[src/rtl/vde_nx1_fifo_if.sv]
// Handshake bundle between a wide VDE producer, the N-to-1 FIFO and the per-pixel consumer.
// slave is the FIFO side; master is the producer/consumer side.
interface vde_nx1_fifo_if #(
   parameter int unsigned WIDTH = 8,
   parameter int unsigned LANES = 4
) ();
   localparam int unsigned LW = $clog2(LANES + 1);

   logic                   data_in_ready_o;
   logic                   data_in_valid_i;
   logic [LANES*WIDTH-1:0] data_in_i;
   logic [LW-1:0]          data_in_cnt_i;
   logic                   data_out_ready_i;
   logic                   data_out_valid_o;
   logic [WIDTH-1:0]       data_out_data_o;
   logic                   data_out_last_o;

   modport slave (
      output data_in_ready_o,
      input  data_in_valid_i,
      input  data_in_i,
      input  data_in_cnt_i,
      input  data_out_ready_i,
      output data_out_valid_o,
      output data_out_data_o,
      output data_out_last_o
   );

   modport master (
      input  data_in_ready_o,
      output data_in_valid_i,
      output data_in_i,
      output data_in_cnt_i,
      output data_out_ready_i,
      input  data_out_valid_o,
      input  data_out_data_o,
      input  data_out_last_o
   );
endinterface

[src/rtl/vde_nx1_fifo.sv]
// N-lane-in / 1-lane-out serialising FIFO; drains one lane per handshake, lane 0 first.
// Optional level_o / lanes_left_o outputs when VDE_NX1_FIFO_LEVEL_EN is defined.
module vde_nx1_fifo #(
   parameter int unsigned WIDTH = 8,
   parameter int unsigned LANES = 4,
   parameter int unsigned DEPTH = 16,
   localparam int unsigned LW   = $clog2(LANES + 1),
   localparam int unsigned AW   = $clog2(DEPTH)
) (
   input  logic          clk_i,
   input  logic          rst_i,
   input  logic          flush_i,
   vde_nx1_fifo_if.slave bus
`ifdef VDE_NX1_FIFO_LEVEL_EN
   ,
   output logic [AW:0]   level_o,
   output logic [LW-1:0] lanes_left_o
`endif
);

   logic [LANES*WIDTH-1:0] mem_q [DEPTH];
   logic [LW-1:0]          cnt_mem_q [DEPTH];

   logic [AW:0]            wr_ptr_q, rd_ptr_q;
   logic [LW-1:0]          rd_lane_q;
   logic [AW-1:0]          wr_idx, rd_idx;
   logic                   empty, full, push, pop, last;
   logic [LANES*WIDTH-1:0] head;
   logic [LW-1:0]          head_cnt, cnt_wr;
   logic [WIDTH-1:0]       lane_data;

   assign wr_idx = wr_ptr_q[AW-1:0];
   assign rd_idx = rd_ptr_q[AW-1:0];
   assign empty  = (wr_ptr_q == rd_ptr_q);
   assign full   = (wr_idx == rd_idx) && (wr_ptr_q[AW] != rd_ptr_q[AW]);

   assign head     = mem_q[rd_idx];
   assign head_cnt = cnt_mem_q[rd_idx];
   assign last     = !empty && (rd_lane_q == head_cnt - LW'(1));

   // A flush or reset wins over any handshake in the same cycle.
   assign push = bus.data_in_valid_i && !full && !flush_i && !rst_i;
   assign pop  = bus.data_out_ready_i && !empty && !flush_i && !rst_i;

   // Illegal counts (0 or above LANES) are stored as a full entry.
   assign cnt_wr = (bus.data_in_cnt_i == '0 || bus.data_in_cnt_i > LW'(LANES)) ?
                   LW'(LANES) : bus.data_in_cnt_i;

   always_comb begin
      lane_data = '0;
      for (int k = 0; k < int'(LANES); k++) begin
         if (rd_lane_q == LW'(k)) lane_data = head[k*WIDTH +: WIDTH];
      end
   end

   always_ff @(posedge clk_i) begin
      if (rst_i || flush_i) begin
         wr_ptr_q  <= '0;
         rd_ptr_q  <= '0;
         rd_lane_q <= '0;
      end else begin
         if (push) wr_ptr_q <= wr_ptr_q + (AW+1)'(1);
         if (pop) begin
            if (last) begin
               rd_lane_q <= '0;
               rd_ptr_q  <= rd_ptr_q + (AW+1)'(1);
            end else begin
               rd_lane_q <= rd_lane_q + LW'(1);
            end
         end
      end
   end

   // Storage is not reset; only the pointers define what is valid.
   always_ff @(posedge clk_i) begin
      if (push) begin
         mem_q[wr_idx]     <= bus.data_in_i;
         cnt_mem_q[wr_idx] <= cnt_wr;
      end
   end

   assign bus.data_in_ready_o  = !full;
   assign bus.data_out_valid_o = !empty;
   assign bus.data_out_data_o  = lane_data;
   assign bus.data_out_last_o  = last;

`ifdef VDE_NX1_FIFO_LEVEL_EN
   assign level_o      = wr_ptr_q - rd_ptr_q;
   assign lanes_left_o = empty ? '0 : head_cnt - rd_lane_q;
`endif

   cnt_legal_a: assert property (@(posedge clk_i) disable iff (rst_i || flush_i)
      (bus.data_in_valid_i && !full) |->
      (bus.data_in_cnt_i != '0 && bus.data_in_cnt_i <= LW'(LANES)))
      else $warning("vde_nx1_fifo: illegal data_in_cnt_i %0d clamped to LANES",
                    bus.data_in_cnt_i);

endmodule

[src/flat_wrapper.sv]
// flat-port wrapper written by rule: the top's interface ports become plain ports
module vde_nx1_fifo_flat 
#(
   parameter int unsigned WIDTH = 8,
   parameter int unsigned LANES = 4,
   parameter int unsigned DEPTH = 16,
   localparam int unsigned LW   = $clog2(LANES + 1),
   localparam int unsigned AW   = $clog2(DEPTH)
)
  (clk_i, rst_i, flush_i, bus_data_in_ready_o, bus_data_in_valid_i, bus_data_in_i, bus_data_in_cnt_i, bus_data_out_ready_i, bus_data_out_valid_o, bus_data_out_data_o, bus_data_out_last_o);
  vde_nx1_fifo_if #(.WIDTH(WIDTH), .LANES(LANES)) bus_i ();
  input  logic clk_i;
  input  logic rst_i;
  input  logic flush_i;
  output wire logic [$bits(bus_i.data_in_ready_o)-1:0] bus_data_in_ready_o;
  input wire logic [$bits(bus_i.data_in_valid_i)-1:0] bus_data_in_valid_i;
  input wire logic [$bits(bus_i.data_in_i)-1:0] bus_data_in_i;
  input wire logic [$bits(bus_i.data_in_cnt_i)-1:0] bus_data_in_cnt_i;
  input wire logic [$bits(bus_i.data_out_ready_i)-1:0] bus_data_out_ready_i;
  output wire logic [$bits(bus_i.data_out_valid_o)-1:0] bus_data_out_valid_o;
  output wire logic [$bits(bus_i.data_out_data_o)-1:0] bus_data_out_data_o;
  output wire logic [$bits(bus_i.data_out_last_o)-1:0] bus_data_out_last_o;
  assign bus_data_in_ready_o = bus_i.data_in_ready_o;
  assign bus_i.data_in_valid_i = bus_data_in_valid_i;
  assign bus_i.data_in_i = bus_data_in_i;
  assign bus_i.data_in_cnt_i = bus_data_in_cnt_i;
  assign bus_i.data_out_ready_i = bus_data_out_ready_i;
  assign bus_data_out_valid_o = bus_i.data_out_valid_o;
  assign bus_data_out_data_o = bus_i.data_out_data_o;
  assign bus_data_out_last_o = bus_i.data_out_last_o;
  vde_nx1_fifo #(.WIDTH(WIDTH), .LANES(LANES), .DEPTH(DEPTH)) u_core (.clk_i(clk_i), .rst_i(rst_i), .flush_i(flush_i), .bus(bus_i));
endmodule
[config.mk]
export PLATFORM = sky130hd
export DESIGN_NAME = vde_nx1_fifo_flat
export DESIGN_NICKNAME = d
export VERILOG_FILES = /design/src/rtl/vde_nx1_fifo_if.sv /design/src/rtl/vde_nx1_fifo.sv /design/src/flat_wrapper.sv
export SDC_FILE = /design/constraint.sdc
export NUM_CORES = 1
export LEC_CHECK = 0
export BUFFER_PORTS_ARGS = -buffer_cell sky130_fd_sc_hd__buf_2
export CORE_ASPECT_RATIO = 0.5
export CORE_MARGIN = 2
export CORE_UTILIZATION = 55
export DETAILED_ROUTE_END_ITERATION = 10
export PLACE_DENSITY_LB_ADDON = 0.25
export SLEW_MARGIN = 25
export SYNTH_ARGS = -nofsm -noshare
export SYNTH_HDL_FRONTEND = slang
export SYNTH_SLANG_ARGS = --single-unit
[constraint.sdc]
create_clock -name clk_i -period 4.35 [get_ports clk_i]
set_clock_uncertainty 0.15 [all_clocks]
set_input_delay 0.435 -clock clk_i [delete_from_list [all_inputs] [get_ports clk_i]]
set_output_delay 0.435 -clock clk_i [all_outputs]
set_load 0.01 [all_outputs]
==> qor.log, run 1 <==
[cells_and_area] fraction of final layout cells with drive strength greater than 1 32.1%
[placement] placed instance area 23,500 µm²
[worst_setup_path] delay contributed by the slowest stage of the critical path 0.53 ns
[cells_and_area] post-layout net count 1,123
[synthesis] fraction of synthesis flops using an asynchronous set or reset pin 0%
[worst_setup_path] worst reg2reg path depth 12
[worst_setup_path] kind of launch point of the worst setup path register
[sta] Setup violations, final 0
[synthesis] commonest cells in the netlist edfxtp_1 (560), mux4_2 (163), nand3_1 (25)
[floorplan] Die X 290 µm
[cts] largest buffer count on any clock path 3
[cells_and_area] final instance area 25,000 µm²
[cts] Num CTS Buffers 49
[cts] buffers inserted during post-CTS setup optimization 0
[power_and_ir_drop] Power Dens Cells 417 nW/µm²
[floorplan] boundary pin count 51
[sta] unrepaired setup endpoints after global routing no
[cts] Clk pin slew, worst setup/hold paths 0.07 ns
[worst_setup_path] worst endpoint required time 3.76 ns
[synthesis] portion of synthesized cell area occupied by the leading cell type 75.0%
[worst_setup_path] most prevalent standard cell on the critical path mux4_2
[cells_and_area] area taken by multi-input logic gates 5110 µm²
[worst_setup_path] critical path start-end classification register to output pin
[cts] clk_lat worst skew 0.57 ns
[routing] vias after detailed routing 10,600
[sta] Max Freq 246 MHz
[synthesis] total nets after synthesis 1,040
[synthesis] Synth Flop Type edfxtp_1
[cts] post_cts resized 0
[synthesis] most frequent cell after synthesis edfxtp_1
[synthesis] post-synthesis cell count 988
[routing] post-route DRC violation count 0
[floorplan] Rows 52
[floorplan] Core ar. 40,300 µm²
[power_and_ir_drop] static leakage power 7.60 nW
[routing] drt first-iter violations 1,106
[sta] worst slew margin relative to its limit 30.5%
[worst_hold_path] worst-case hold path end point u_core.rd_lane_q[0]
[global_route] global-route wire length before repair 71,900 µm
[worst_hold_path] worst hold path stage count 3
[cts] count of H-tree levels built during CTS 2
[cts] CTS tree built
[cells_and_area] Reg area 17,200 µm²
[synthesis] sequential element share of the synthesized area 76.5%
[worst_hold_path] hold path startpoint bus_data_out_ready_i
[synthesis] synthesized area per cell 22.7 µm²
[cts] CTS Hold Buffers Added 0
[floorplan] starting utilization of the core area 55.6%
[global_route] global-route total usage across every layer 23.7%
[sta] accumulated negative setup slack 0 ns
[worst_setup_path] critical path cell sequence mux4_2 > mux4_2 > inv_1 > ha_1 > xnor2_1 > nor2b_1 > mux2_2 > o2111ai_4 > nor2_2 > buf_2
[synthesis] number of synthesized flops with an enable pin 560
[routing] TritonRoute pass-1 iters 6
[worst_hold_path] hold crit path type input pin to register
[routing] number of nets still failing antenna checks after routing 0
[placement] placer congestion estimate 0.788
[sta] min cycle time layout 4.06 ns
[cts] clock sink total 577
[synthesis] post-synthesis instance area 22,400 µm²
[cells_and_area] final antenna diode count 0
[global_route] leftover overflow at the end of global routing 0
[sta] final-report max-slew violation count 0
[flow_run] # Max-Cap Violations 0
[floorplan] vertical extent of the die 147 µm
[cells_and_area] layout-stage area growth over the synthesis result 11.6%
[routing] Avg Vias per Cell 6.40
[synthesis] number of warnings printed during yosys synthesis 0
[global_route] via count of the first global-routing pass 10,900
[routing] final WL 48,800 µm
[cells_and_area] number of fill cells in the layout 2,734
[synthesis] dominant cells by area after synthesis edfxtp_1 (75%), mux4_2 (16%), dfxtp_1 (1.5%)
[global_route] maximum number of pins on one net before global-route repair 74
[global_route] number of antenna violations at the first check in global routing 1
[synthesis] biggest area consumer among synthesized cells edfxtp_1
[sta] worst slew pin tran 1.04 ns
[worst_setup_path] R2R setup slack 0.87 ns
[cts] clk root buf clkbuf_16
[placement] Detail Placement HPWL 25,200 µm
[placement] PortBufs 50
[routing] wire length per cell 29.6 µm
[floorplan] Die Footprint 42,500 µm²
[worst_setup_path] slowest cell on the critical path mux4_2
[synthesis] distinct cell type count after synthesis 42
[worst_setup_path] maximum net fanout on the critical path 9
[synthesis] #FFs+latches synth 577
[worst_setup_path] Worst setup EP type output pin
[sta] final cycle utilization of the critical path 93.3%
[sta] endpoints failing hold 0
[power_and_ir_drop] worst supply voltage drop on vdd 0.238 mV
[outcome] outcome complete, no violations
[worst_setup_path] arrival time of the worst setup path 3.47 ns
[sequential cells by signal, summed over array words and instances, names as in the netlist, named ones only]
signal            cells
u_core.mem_q        512
u_core.cnt_mem_q     48
u_core.rd_ptr_q       5
u_core.wr_ptr_q       5
u_core.rd_lane_q      3
[metal layers]
layer	global-route usage (%)	up-vias	wire length (µm)
met5	0	-	0
met4	3.92	0	561
met3	4.57	53	4020
met2	37.0	447	23500
met1	36.2	5724	20800
li1	-	4340	-
[cell type report]
class	instances	area share, %
flip-flops and latches	577	68.6
multi-input cells	352	20.4
clock buffers	63	5.28
well taps	540	2.70
repair buffers	81	2.13
clock inverters	27	0.710
inverters	10	0.150
[where the power goes]
part	switching, W	internal [W]	leakage [nW]
sequential	0.00000455	0.00610	5.18
clock	0.00190	0.00226	0.731
combinational	0.000124	0.0000473	1.69
total	0.00203	0.00841	7.60
[cell usage in the layout, fill, tap and decap left out, types with 9 or more instances in the layout]
cell type  count
buf_2         50
buf_4         27
clkbuf_1      12
clkbuf_16     51
clkinv_1      14
clkinv_2       9
dfxtp_1       13
edfxtp_1     560
ha_1          12
mux2_2        17
mux2i_1       15
mux4_2       163
nand2_1       24
nand3_1       25
nor2_4        12
o21ai_0       18
[how the worst max path moves through the flow]
stage	from	slack, ns	end
detailed placement	register	0.89	bus_data_out_last_o
finish	register	0.29	bus_data_out_last_o
global placement	register	0.90	bus_data_out_data_o[7]
global route	register	0.04	bus_data_out_last_o
CTS	register	0.27	bus_data_out_data_o[7]
floorplan	u_core.wr_ptr_q[2]	0.07	u_core.cnt_mem_q[3][0]
[kinds of logic (layout without fill, tap and decap cells)]
kind of cell / Yosys count / in the layout / share of synthesized area [%]
AO/OA/AOI/OAI: 40 / 40 / 1.21
adder cells (fa/ha/maj): 12 / 12 / 0.670
flip-flops: 577 / 577 / 76.5
buffers and inverters: 59 / 181 / 1.18
AND/OR/NAND/NOR: 94 / 94 / 2.09
XOR/XNOR: 11 / 11 / 0.430
multiplexers: 195 / 195 / 17.9
[critical path, delay by kind of cell (launching register included)]
family,cells,cell delay [ns]
mux,3,1.31
flops,1,0.44
compound gates,1,0.32
simple gates,2,0.28
buf+inv,2,0.26
fa+ha+maj,1,0.16
xor+xnor,1,0.14
[per-stage QoR]
stage	hold WS, ns	total power (W)	worst slack (ns)	cells	util, %
finish	0.0343	0.0104	0.292	1650	62.0
global route	0.0639	0.0107	0.0447	1650	62.0
CTS	0.0134	0.0105	0.268	1650	62.0
detailed placement	0.322	0.00640	0.887	1560	58.3
global placement	0.315	0.00639	0.898	1560	58.3
floorplan	0.305	0.00629	0.0684	988	-
(Power assumes the default switching activity.)
==> inputs of run 2 (changes only) <==
- MAX_ROUTING_LAYER: not set -> met4
==> qor.log, run 2 (synthesized netlist as in run 1, its figures left out) <==
[sta] Setup violations, final 0
[routing] TritonRoute pass-1 iters 5
[floorplan] boundary pin count 51
[cts] CTS Hold Buffers Added 0
[cts] clk_lat worst skew 0.57 ns
[worst_setup_path] arrival time of the worst setup path 3.47 ns
[global_route] number of antenna violations at the first check in global routing 1
[sta] unrepaired setup endpoints after global routing no
[cells_and_area] largest registers ranked by flip-flop count u_core.mem_q (512), u_core.cnt_mem_q (48)
[worst_setup_path] kind of launch point of the worst setup path register
[cells_and_area] most used cells in the layout excluding fill and tap cells edfxtp_1 (560), mux4_2 (163), clkbuf_16 (51)
[placement] PortBufs 50
[sta] final-report max-slew violation count 0
[cells_and_area] max reg flops 512
[flow_run] # Max-Cap Violations 0
[sta] worst slew margin relative to its limit 25.4%
[global_route] global-route track usage on met1 36.2%
[placement] placer congestion estimate 0.800
[outcome] outcome complete, no violations
[worst_setup_path] Worst setup endpoint bus_data_out_last_o
[sta] worst slew pin tran 1.12 ns
[sta] endpoints failing hold 0
[power_and_ir_drop] overall power after layout 0.0104 W
[power_and_ir_drop] static leakage power 7.60 nW
[cts] CTS tree built
[cells_and_area] top register by number of flip-flops u_core.mem_q
[global_route] layer with the highest usage met2
[global_route] global-route total usage across every layer 24.5%
[global_route] leftover overflow at the end of global routing 0
[global_route] met2 GRT Util 37.0%
[sta] accumulated negative setup slack 0 ns
[cells_and_area] most common cell after layout, fill and taps aside edfxtp_1
[routing] drt first-iter violations 1,108
[routing] number of nets still failing antenna checks after routing 0
[worst_setup_path] worst endpoint required time 3.76 ns
[cts] largest buffer count on any clock path 3
[floorplan] vertical extent of the die 147 µm
[floorplan] Core ar. 40,300 µm²
[cells_and_area] post-layout net count 1,123
[worst_setup_path] Worst setup EP type output pin
[floorplan] Die X 290 µm
[power_and_ir_drop] worst supply voltage drop on vdd 0.238 mV
[cts] Clk pin slew, worst setup/hold paths 0.07 ns
[routing] post-route DRC violation count 0
[sta] final cycle utilization of the critical path 93.2%
[floorplan] starting utilization of the core area 55.6%
[cts] count of H-tree levels built during CTS 2
[sta] min cycle time layout 4.06 ns
[routing] final WL 48,800 µm
[worst_setup_path] maximum net fanout on the critical path 9
[worst_setup_path] critical path start-end classification register to output pin
[cts] clock sink total 577
[placement] Detail Placement HPWL 25,200 µm
[worst_setup_path] worst reg2reg path depth 10
[cts] buffers inserted during post-CTS setup optimization 0
[global_route] maximum number of pins on one net before global-route repair 74
[cells_and_area] final antenna diode count 0
[cts] clk root buf clkbuf_16
[cts] post_cts resized 0
[routing] wire length per cell 29.6 µm
[cells_and_area] fraction of final layout cells with drive strength greater than 1 32.1%
[power_and_ir_drop] Power Dens Cells 417 nW/µm²
[floorplan] Rows 52
[worst_hold_path] hold crit path type input pin to register
[routing] Avg Vias per Cell 6.43
[routing] vias after detailed routing 10,600
[worst_setup_path] R2R setup slack 0.88 ns
[cts] Num CTS Buffers 49
[global_route] met3 capacity usage during global routing 4.57%
[global_route] via count of the first global-routing pass 10,900
[floorplan] Die Footprint 42,500 µm²
[global_route] global-route wire length before repair 71,900 µm
[sta] Max Freq 247 MHz
[cells_and_area] layout-stage area growth over the synthesis result 11.6%
## run 2: cell counts in the layout (fill, tap and decap cells not counted)
Identical to the previous run, type by type.
## run 2: worst min-delay path by stage
stage                               startpoint                  end  depth (start not counted)
after CTS                 bus_data_out_ready_i  u_core.rd_lane_q[0]                          3
after global placement      u_core.rd_ptr_q[4]   u_core.rd_ptr_q[4]                          2
after global routing      bus_data_out_ready_i  u_core.rd_lane_q[0]                          3
after floorplan             u_core.rd_ptr_q[4]   u_core.rd_ptr_q[4]                          2
after detailed placement    u_core.rd_ptr_q[4]   u_core.rd_ptr_q[4]                          2
final                     bus_data_out_ready_i  u_core.rd_lane_q[0]                          3
## run 2: critical path, stage by stage (launching register included)
cell	delay, ns
dfxtp_4	0.44
mux4_2	0.53
mux4_2	0.49
inv_1	0.08
ha_1	0.16
xnor2_1	0.14
nor2b_1	0.17
mux2_2	0.29
o2111ai_4	0.32
nor2_2	0.11
buf_2	0.18
## run 2: power breakdown
part | total (W) | switching, W | internal (W)
clock | 0.00416 | 0.00190 | 0.00226
combinational | 0.000171 | 0.000124 | 0.0000472
sequential | 0.00611 | 0.00000456 | 0.00610
total | 0.0104 | 0.00203 | 0.00841
## run 2: through the flow
stage | instances | setup WS, ns | instance area, µm² | utilization [%] | hold slack (ns)
finish | 1650 | 0.294 | 25000 | 62.0 | 0.0326
global route | 1650 | 0.0447 | 25000 | 62.0 | 0.0639
CTS | 1650 | 0.268 | 25000 | 62.0 | 0.0134
detailed placement | 1560 | 0.887 | 23500 | 58.3 | 0.322
floorplan | 988 | 0.0684 | 22400 | - | 0.305
global placement | 1560 | 0.898 | 23500 | 58.3 | 0.315
## run 2: layer usage
layer,vias to the layer above,wire length (µm)
li1,4338,-
met1,5727,20600
met2,488,23500
met3,51,4080
met4,0,528
met5,-,0
## run 2: final cells by class
type / count / area (µm²)
tap: 540 / 676
sequential: 577 / 17200
multi-input combinational: 352 / 5110
clock buffer: 63 / 1320
fill: 2734 / 15300
inverter: 10 / 37.5
clock inverter: 27 / 178
timing repair buffer: 81 / 533
